--- src/rtl/huffman_decoder.sv ---
// Serial prefix-code decoder: loadable code table, bit-serial input, one-entry symbol output buffer.
// Optional macro HUFF_DEC_COUNT_EN adds a saturating delivered-symbol counter on port sym_count.
module huffman_decoder #(
    parameter int NUM_SYMS = 6,
    parameter int MAX_LEN  = 8
) (
    input  logic               clk,
    input  logic               reset,
    input  logic               ctrl_wrTable,
    input  logic [2:0]         wrIndex,
    input  logic [7:0]         wrAscii,
    input  logic [MAX_LEN-1:0] wrCode,
    input  logic [3:0]         wrLen,
    input  logic               ctrl_start,
    input  logic               ctrl_stop,
    input  logic               bit_in,
    input  logic               bit_valid,
    output logic               bit_ready,
    output logic [7:0]         sym_out,
    output logic               sym_valid,
    input  logic               sym_ready,
    output logic               busy,
`ifdef HUFF_DEC_COUNT_EN
    output logic [15:0]        sym_count,
`endif
    output logic               err
);

    typedef enum logic [1:0] {IDLE, RUN, ERR} stateT;

    stateT              state;
    logic [7:0]         tblAscii [NUM_SYMS];
    logic [MAX_LEN-1:0] tblCode  [NUM_SYMS];
    logic [3:0]         tblLen   [NUM_SYMS];
    logic [MAX_LEN-1:0] acc;
    logic [3:0]         count;

    logic [MAX_LEN-1:0] newAcc;
    logic [3:0]         newCount;
    logic [MAX_LEN-1:0] lenMask;
    logic               found;
    logic [7:0]         matchAscii;
    logic               bitAccept;
    logic               symTaken;
    logic               hitMax;
    logic               wrInRange;

    assign busy      = (state != IDLE);
    assign bit_ready = (state == RUN) && (!sym_valid || sym_ready);
    assign bitAccept = bit_valid && bit_ready;
    assign symTaken  = sym_valid && sym_ready;
    assign newAcc    = {acc[MAX_LEN-2:0], bit_in};
    assign newCount  = count + 4'd1;
    assign hitMax    = (newCount == 4'(MAX_LEN));
    assign wrInRange = (32'(wrIndex) < unsigned'(NUM_SYMS));

    // Lowest matching index wins when the table is ambiguous.
    always_comb begin
        lenMask    = '0;
        found      = 1'b0;
        matchAscii = '0;
        for (int unsigned b = 0; b < unsigned'(MAX_LEN); b++) begin
            lenMask[b] = (b < 32'(newCount));
        end
        for (int unsigned i = 0; i < unsigned'(NUM_SYMS); i++) begin
            if (!found && tblLen[i] != 4'd0 && tblLen[i] == newCount &&
                ((tblCode[i] ^ newAcc) & lenMask) == '0) begin
                found      = 1'b1;
                matchAscii = tblAscii[i];
            end
        end
    end

    always_ff @(posedge clk) begin
        if (reset) begin
            state     <= IDLE;
            acc       <= '0;
            count     <= '0;
            sym_out   <= '0;
            sym_valid <= 1'b0;
            err       <= 1'b0;
`ifdef HUFF_DEC_COUNT_EN
            sym_count <= '0;
`endif
            for (int unsigned i = 0; i < unsigned'(NUM_SYMS); i++) begin
                tblAscii[i] <= '0;
                tblCode[i]  <= '0;
                tblLen[i]   <= '0;
            end
        end else begin
`ifdef HUFF_DEC_COUNT_EN
            if (symTaken && sym_count != '1) begin
                sym_count <= sym_count + 16'd1;
            end
`endif
            case (state)
                IDLE: begin
                    if (ctrl_wrTable && wrInRange) begin
                        tblAscii[wrIndex] <= wrAscii;
                        tblCode[wrIndex]  <= wrCode;
                        tblLen[wrIndex]   <= wrLen;
                    end
                    if (ctrl_start) begin
                        state <= RUN;
                        acc   <= '0;
                        count <= '0;
`ifdef HUFF_DEC_COUNT_EN
                        sym_count <= '0;
`endif
                    end
                end
                RUN: begin
                    if (ctrl_stop) begin
                        state     <= IDLE;
                        acc       <= '0;
                        count     <= '0;
                        sym_valid <= 1'b0;
                    end else begin
                        if (symTaken) begin
                            sym_valid <= 1'b0;
                        end
                        // A match in the same cycle as a handshake reloads the buffer with no bubble.
                        if (bitAccept) begin
                            if (found) begin
                                sym_out   <= matchAscii;
                                sym_valid <= 1'b1;
                                acc       <= '0;
                                count     <= '0;
                            end else if (hitMax) begin
                                state <= ERR;
                                err   <= 1'b1;
                                acc   <= '0;
                                count <= '0;
                            end else begin
                                acc   <= newAcc;
                                count <= newCount;
                            end
                        end
                    end
                end
                ERR: begin
                    if (symTaken) begin
                        sym_valid <= 1'b0;
                    end
                end
                default: state <= IDLE;
            endcase
        end
    end

endmodule

--- config.mk ---
export PLATFORM = sky130hd
export DESIGN_NAME = huffman_decoder
export DESIGN_NICKNAME = d
export VERILOG_FILES = /design/src/rtl/huffman_decoder.sv
export SDC_FILE = /design/constraint.sdc
export NUM_CORES = 1
export LEC_CHECK = 0
export CORE_MARGIN = 1.5
export CORE_UTILIZATION = 53
export CTS_CLUSTER_DIAMETER = 200
export DETAILED_ROUTE_END_ITERATION = 6
export PLACE_DENSITY = 0.72
export SLEW_MARGIN = 40
export SYNTH_ARGS = -nofsm -noshare
export SYNTH_HDL_FRONTEND = slang
export SYNTH_SLANG_ARGS = --single-unit
--- constraint.sdc ---
create_clock -name clk -period 10.71 [get_ports clk]
set_clock_uncertainty 0.15 [all_clocks]
set_input_delay 2.142 -clock clk [delete_from_list [all_inputs] [get_ports clk]]
set_output_delay 2.142 -clock clk [all_outputs]
set_load 0.01 [all_outputs]
# == After elaboration in Yosys (flattened, before gate mapping) ==
# Memories as Yosys holds them, arrays and structs flattened.
# Cells that the tools add are included.
# word_totals
regBits,23
ram_bits,120
inputBits,31
out_inout_bits,12
elab_cells,148
mem_count,3
# classes
add_sub_neg,1
n_lt_le_gt_ge,9
eq_ne,13
muxes,50
bitwise_logic,15
n_reduce_logical,51
# memory_table
memory,words,width,rd,rd_clocked_by_memory_dff,wr,line,source
tblAscii,6,8,6,0,6,32,logic [7:0] tblAscii [NUM_SYMS];
tblCode,6,8,6,0,6,33,logic [MAX_LEN-1:0] tblCode [NUM_SYMS];
tblLen,6,4,6,0,6,34,logic [3:0] tblLen [NUM_SYMS];
# op_table
operator,count
$mux W8,8
$and A8 B8 Y8,6
$logic_not A8 Y1,6
$xor A8 B8 Y8,6
$mux W7,5
$eq A4 B4 Y1,6
$mux W4,6
$reduce_bool A4 Y1,6
$logic_and A1 B1 Y1,21
$mux W1,19
$lt A3 B4 Y1 const A,4
$reduce_or A8 Y1,2
$pmux W7 S2,1
$mux W2,5
$reduce_and A5 Y1,2
$mux W3,3
$ne A3 B3 Y1 const B,3
$lt A1 B4 Y1 const A,2
$lt A2 B4 Y1 const A,2
$pmux W4 S2,1
$logic_not A1 Y1,6
$pmux W2 S3,1
$reduce_bool A2 Y1,3
$add A4 B1 Y4 const B,1
12 further kinds,14

# == Longest topological paths before layout ==
# Gate-level depths: netlist of run 1.
# depth
depth_word,35
depth_mapped,16
mapped_depth_nobuf,10

# == Worst setup path after synthesis of run 1 ==
# OpenSTA, ideal clock, no wires.
# synth_timing
path_type,input-to-output
start,input sym_ready
end,output bit_ready
t_arrival_ns,2.508
required_ns,8.418
slack_ns,5.910
stages,2
n_path_buf,0
path_cell_list,inv_1 > a21boi_0
# synth_via
elab_chain_cells,2
# synth_rtl
element,line,source
start: declaration,21,"input logic sym_ready,"
$logic_or A1 B1 Y1,49,assign bit_ready = (state == RUN) && (!sym_valid || sym_ready);
$logic_and A1 B1 Y1,49,
end: declaration,18,"output logic bit_ready,"
# Every way passes these cells.

# == Worst setup path in the final report of run 1 ==
# Same ends and word-level chain as after synthesis.

==> results of run 1 <==
-- through the flow --
step	total power [mW]	cells	utilization, %	hold slack (ps)	setup slack (ps)
5_1_grt	1.41	891	63.0	346	4810
2_1_floorplan	0.745	679	-	346	5910
3_3_place_gp	0.798	858	58.4	305	4980
6_report	1.37	891	63.0	318	4870
4_1_cts	1.37	890	62.8	323	4890
3_5_place_dp	0.805	858	58.6	309	4900
-- routing by layer --
metal | vias to the layer above | share of wire [%] | track usage [%]
met5 | - | 0 | 0
met4 | 0 | 3.0 | 11.6
met3 | 42 | 6.7 | 6.63
met2 | 221 | 48 | 43.6
met1 | 2664 | 42 | 34.8
li1 | 2498 | - | -
-- critical path: stages --
cell             delay, ps
clkdlybuf4s50_1        480
inv_1                   40
a21boi_0               280
clkdlybuf4s50_1        610
-- cell type report --
cell class              count  area [µm²]
fillers                  1057        4960
clock buffers              18         429
repair buffers             46         454
multi-input cells         464        3020
clock inverters            14         139
well taps                 176         220
inverters                  30         113
flip-flops and latches    143        4070
-- cells in the mapped netlist, types with 8 or more instances --
master	instances
a22oi_1	9
a31oi_1	10
and2_1	25
buf_2	10
clkbuf_1	20
dfxtp_1	23
edfxtp_1	120
inv_1	29
nand2_1	52
nand3_1	10
nor2_1	107
nor2b_1	8
nor3_1	16
o21ai_0	19
o221ai_1	10
o22ai_1	8
xnor2_1	39
xor2_1	27
-- registers in the layout, indices dropped and copies added, names as in the netlist --
register	count
acc	7
count	4
err	1
state	2
sym_out	8
sym_valid	1
tblAscii	48
tblCode	48
tblLen	24
-- how the worst max path moves through the flow --
stage,startpoint,to,slack (ps),cells past startpoint
finish,sym_ready,bit_ready,4870,4
global route,sym_ready,bit_ready,4810,4
CTS,sym_ready,bit_ready,4890,4
detailed placement,sym_ready,bit_ready,4900,4
global placement,sym_ready,bit_ready,4980,4
floorplan,sym_ready,bit_ready,5910,2
-- power by group --
group          switching (mW)  internal [mW]  leakage [nW]
combinational          0.0941         0.0552          1.39
clock                   0.233          0.341         0.271
sequential             0.0142          0.633          1.43
-- cell families (layout without fill, tap and decap cells) --
| family | count (synthesis) | after routing | synth area share (%) |
|---|---|---|---|
| xor gates and xnor gates | 68 | 68 | 8.45 |
| and+or+nand+nor | 261 | 261 | 17.2 |
| AOI/OAI and AO/OA | 125 | 125 | 13.2 |
| adders and majority gates | 5 | 5 | 0.850 |
| buffers and inverters | 72 | 108 | 4.40 |
| muxes | 5 | 5 | 0.697 |
| DFF | 143 | 143 | 55.2 |
-- layout by cell type, fill, tap and decap left out, types with 4 or more instances in the layout --
cell,n
xnor2_1,39
nor2_1,106
a21oi_1,6
nor2b_1,8
a22oi_1,9
clkbuf_16,17
clkinv_1,5
nand3b_1,4
ha_1,5
a211o_1,7
a31oi_1,10
o21ai_0,18
inv_1,29
clkdlybuf4s50_1,42
o221ai_1,10
and2_1,25
a21o_1,5
nand2_1,46
nand4_1,4
nand2_2,6
o2111ai_1,7
dfxtp_1,21
nor3_1,15
xor2_1,27
mux2i_1,4
nand3_1,10
nand2b_1,5
and4_1,4
a21boi_0,6
edfxtp_1,120
o22ai_1,8
o311ai_1,5
==> summary.txt, run 1 <==
Result of the run = completed
Max IR drop VDD = 0.118 mV
Drt total wl = 18.7 mm
Latest clock arrival within the worst-skew pair = 430 ps
Area of the die = 0.0146 mm²
WL per Instance = 21.0 µm
Origin of the worst min-delay path = err$_SDFFE_PP0P_
Top cell type by total area after synthesis = edfxtp_1
Clock root cell = clkbuf_16
Die width = 121 µm
Cells resized by post-CTS repair = 0
Largest driver fanout on the critical path = 2
Hold-fix buffer count after cts = 0
Number of different library cells in the post-synthesis netlist = 75
Layout overhead on the synthesized area = 14.7%
Post-layout net count = 738
Worst hold path cell count = 1
Static Leakage = 3.09 nW
Async set or reset register ratio after synthesis = 0%
Tightest Hold Check Type = reg -> reg
Post-DP Area = 0.00785 mm²
Ys flop type = edfxtp_1
Post-CTS clock slew at the launch and capture registers of the worst setup and hold paths = 60 ps
Global route total overflow = 0
DRC violation count after routing = 0
Worst Path Arrival = 3550 ps
CTS tree = yes
Synth Area per Inst = 10.8 µm²
Antenna violations before repair = 0
Final weighted congestion of routability-driven global placement = 0.873
# Max-Cap Violations = 0
Number of clock buffers inserted by TritonCTS = 17
Final antenna-violating net count = 0
Yosys warning count = 0
Number of sinks on the clock net = 143
Setup repair after global routing missed its margin = false
Nets in the synthesized netlist = 715
Maximum achievable frequency = 0.171 GHz
Detailed placer's ending HPWL = 12.9 mm
Capturing element type of the critical path = output port
Slew at the pin closest to its max-slew limit = 867 ps
Power per unit of standard cell area = 162 mW/mm²
Required time at the worst-slack endpoint = 8420 ps
Endpoint with the worst hold slack = err$_SDFFE_PP0P_
Post-route setup TNS = 0 ps
Starting density of the core = 54.9%
Share of layout cells above drive strength 1 = 8.95%
IO buf count = 42
Worst-case reg-to-reg path depth = 11
CORE AREA = 0.0134 mm²
Startpoint kind of the worst setup timing path = input pin
Top cell type's share of synthesized area = 49.0%
Number of placement rows = 42
Cell count after synthesis = 679
Post-route clock period utilization = 54.5%
Ant diodes = 0
Reg-to-Reg Start = count[0]$_SDFFE_PP0P_
Endpoint of the worst-slack reg-to-reg timing path = sym_out[6]$_SDFFE_PP0P_
Top post-synthesis cells by area = edfxtp_1 (49%), dfxtp_1 (6.3%), nor2_1 (5.5%)
Final Instance Area = 0.00844 mm²
Total count of max-transition violations in the final report = 0
EDFF count, synth = 120
Wire length of the first global-routing pass = 28.8 mm
Vias in the first global route = 5262
Final hold violation count = 0
Detailed Routing Iterations Pass 1 = 5
Die height = 121 µm
Top-level I/O count = 43
Initial DRC Count = 682
Sequential area share after synthesis = 55.2%
Min Clock Period, post-route = 5840 ps
Number of levels in the clock H-tree = 4
Register-to-register setup slack = 6260 ps
Area of the mapped netlist = 0.00736 mm²
Deepest clock path buffer count = 2
Count of vias placed by the detailed router = 5425
Number of setup buffers added after CTS = 0
Maximum number of pins on one net before global-route repair = 26
Vias/cell = 6.09
Tightest slew margin relative to the limit = 42.1%
Total global-route track usage = 27.0%
Number of failing setup endpoints in the final timing report = 0
Synthesis-stage register bit count = 143
Kind of critical path = in -> out
Note: power is estimated with default switching activity, not from simulation.
==> inputs of run 2 (changes only) <==
--- a/config.mk
+++ b/config.mk
@@ -9,7 +9,7 @@
 export CORE_UTILIZATION = 53
 export CTS_CLUSTER_DIAMETER = 200
 export DETAILED_ROUTE_END_ITERATION = 6
-export PLACE_DENSITY = 0.72
+export PLACE_DENSITY = 0.75
 export SLEW_MARGIN = 40
 export SYNTH_ARGS = -nofsm -noshare
 export SYNTH_HDL_FRONTEND = slang
==> constraint.sdc (replaced) <==
create_clock -name clk -period 4.9 [get_ports clk]
set_clock_uncertainty 0.15 [all_clocks]
set_input_delay 0.98 -clock clk [delete_from_list [all_inputs] [get_ports clk]]
set_output_delay 0.98 -clock clk [all_outputs]
set_load 0.01 [all_outputs]
==> run 2 against run 1 <==
The flow now finishes with violations (DRC). Final area grew 1.3%. Worst hold slack lost 2.4 ps. First-iteration DRC count shrank 7.3%. Global-route usage grew 0.63 points. Flip-flop and latch count is the same. Clock-buffer cell count grew 2. Non-clock buffer count grew 13. Routed wire length grew 3.3%. Final cell count grew 1.5%. Register-to-register slack lost 5600 ps. Clock power grew 130%. Critical endpoint is now sym_out[2]$_SDFFE_PP0P_. Largest cell class unchanged. Largest power group unchanged. Highest routed layer unchanged.
==> summary.txt, run 2 (synthesis results as in run 1) <==
Number of levels in the clock H-tree = 4
Share of layout cells above drive strength 1 = 9.89%
IO buf count = 42
Total count of max-transition violations in the final report = 0
Comb pwr share = 10.7%
Regs by FF count = tblAscii x48, tblCode x48, tblLen x24
Setup repair after global routing missed its margin = false
Total design power = 3.10 mW
Clock root cell = clkbuf_16
Area of the die = 0.0146 mm²
Post-CTS clock slew at the launch and capture registers of the worst setup and hold paths = 60 ps
Detailed Routing Iterations Pass 1 = 7
Cells resized by post-CTS repair = 0
Final hold violation count = 0
Dominant cell type by count on the critical path = a31oi_1
Cells along the critical path = inv_1 > ha_1 > nand2_1 > o311ai_0 > a31oi_1 > and4_1 > a2bb2oi_2 > nand4_1 > o221ai_1 > a31oi_1
Count of fill cells added during filler insertion = 1076
CORE AREA = 0.0134 mm²
Die width = 121 µm
Detailed placer's ending HPWL = 13.3 mm
Reg-to-Reg Start = count[0]$_SDFFE_PP0P_
Total global-route track usage = 27.6%
Most frequent cells in the layout = edfxtp_1 (120), nor2_1 (107), nand2_1 (49)
Final cell count without fillers = 904
Worst Path Arrival = 4410 ps
Power share of the clock group = 43.6%
Power per unit of standard cell area = 362 mW/mm²
Drt total wl = 19.3 mm
Top-level I/O count = 43
Vias in the first global route = 5427
Min Clock Period, post-route = 4250 ps
Switching power = 0.727 mW
Latest clock arrival within the worst-skew pair = 420 ps
Kind of critical path = reg -> reg
Endpoint of the worst-slack reg-to-reg timing path = sym_out[2]$_SDFFE_PP0P_
Slew at the pin closest to its max-slew limit = 802 ps
Hold WS = 315 ps
Ant diodes = 0
Final weighted congestion of routability-driven global placement = 0.883
Wire length of the first global-routing pass = 29.5 mm
Leading cell type in the layout, fill and taps excluded = edfxtp_1
Number of clock buffers inserted by TritonCTS = 17
Count of placed standard cells including taps = 872
Post-layout net count = 751
Number of setup buffers added after CTS = 0
Initial DRC Count = 632
Required time at the worst-slack endpoint = 5060 ps
Static Leakage = 3.17 nW
Tightest slew margin relative to the limit = 46.5%
Maximum single-stage delay on the critical path = 670 ps
Max IR drop VDD = 0.218 mV
Final antenna-violating net count = 0
Layout overhead on the synthesized area = 16.2%
Global route total overflow = 0
CTS tree = yes
Count of vias placed by the detailed router = 5435
Register-to-register setup slack = 650 ps
Post-route clock period utilization = 86.8%
Slowest stage cell, crit path = ha_1
Endpoint with the worst hold slack = err$_SDFFE_PP0P_
Die height = 121 µm
Vias/cell = 6.01
Number of placement rows = 42
Worst hold path cell count = 1
Failing checks = DRC
Deepest clock path buffer count = 2
DRC violation count after routing = 2
Number of failing setup endpoints in the final timing report = 0
Maximum number of pins on one net before global-route repair = 26
Post-route setup TNS = 0 ps
Capturing element type of the critical path = flip-flop
Largest driver fanout on the critical path = 15
WL per Instance = 21.3 µm
Starting density of the core = 54.9%
Number of sinks on the clock net = 143
Design internal power = 2.37 mW
Antenna violations before repair = 0
Tightest Hold Check Type = reg -> reg
Hold-fix buffer count after cts = 0
Relative contribution of sequential cells to total power = 45.8%
Origin of the worst min-delay path = err$_SDFFE_PP0P_
Maximum achievable frequency = 0.235 GHz
Result of the run = finished with violations
Final core occ = 63.8%
Worst-case reg-to-reg path depth = 10
# Max-Cap Violations = 0
Startpoint kind of the worst setup timing path = flip-flop
Sw Ratio = 23.5%
## run 2: cell count changes in the layout (fill, tap and decap cells not counted), sizes merged
cell    delta
clkinv     -2
buf       +13
clkbuf     +2
inv        -2
bufinv     +2
## run 2: worst max-delay path by stage
stage                               start                 endpoint  slack [ps]  depth (start not counted)
floorplan                          bit_in  sym_out[5]$_SDFFE_PP0P_        1390                         11
global placement                   bit_in  sym_out[5]$_SDFFE_PP0P_         830                          9
detailed placement                 bit_in  sym_out[0]$_SDFFE_PP0P_         740                          9
CTS                 count[0]$_SDFFE_PP0P_  sym_out[0]$_SDFFE_PP0P_         780                         10
global route        count[0]$_SDFFE_PP0P_  sym_out[5]$_SDFFE_PP0P_         360                         10
finish              count[0]$_SDFFE_PP0P_  sym_out[2]$_SDFFE_PP0P_         650                         10
## run 2: power groups by stage
| stage | Combinational, mW | Clock [mW] | Sequential [mW] |
|---|---|---|---|
| after CTS | 0.329 | 1.36 | 1.42 |
| after detailed placement | 0.325 | 0 | 1.44 |
| final | 0.331 | 1.35 | 1.42 |
| after floorplan | 0.198 | 0 | 1.43 |
| after global routing | 0.359 | 1.41 | 1.42 |
| after global placement | 0.316 | 0 | 1.44 |
## run 2: layer usage
metal	vias to the layer above	track usage, %	share of wire, %	wire (µm)
li1	2521	-	-	-
met1	2605	38.4	42	8130
met2	267	42.6	46	8930
met3	42	6.20	9.1	1750
met4	0	10.4	2.5	490
met5	-	0	0	0
## run 2: layout make-up
cell class | instances | area [µm²] | share of cell area [%]
inverters | 30 | 113 | 1.32
multi-input cells | 464 | 2990 | 35.0
flip-flops and latches | 143 | 4070 | 47.5
clock buffers | 20 | 447 | 5.22
well taps | 176 | 220 | 2.57
repair buffers | 59 | 548 | 6.41
clock inverters | 12 | 168 | 1.96
## run 2: worst max-delay path, delay by kind of cell, from the launching register on
family | cells | cell delay (ps)
adders and majority gates | 1 | 670
and+or+nand+nor | 3 | 1010
DFF | 1 | 640
buffers and inverters | 1 | 150
AOI/OAI and AO/OA | 5 | 1520
## run 2: through the flow
stage | area (µm²) | setup slack, ps
3_3_place_gp | 7930 | 825
3_5_place_dp | 7940 | 742
6_report | 8550 | 646
4_1_cts | 8550 | 784
5_1_grt | 8550 | 360
2_1_floorplan | 7360 | 1390
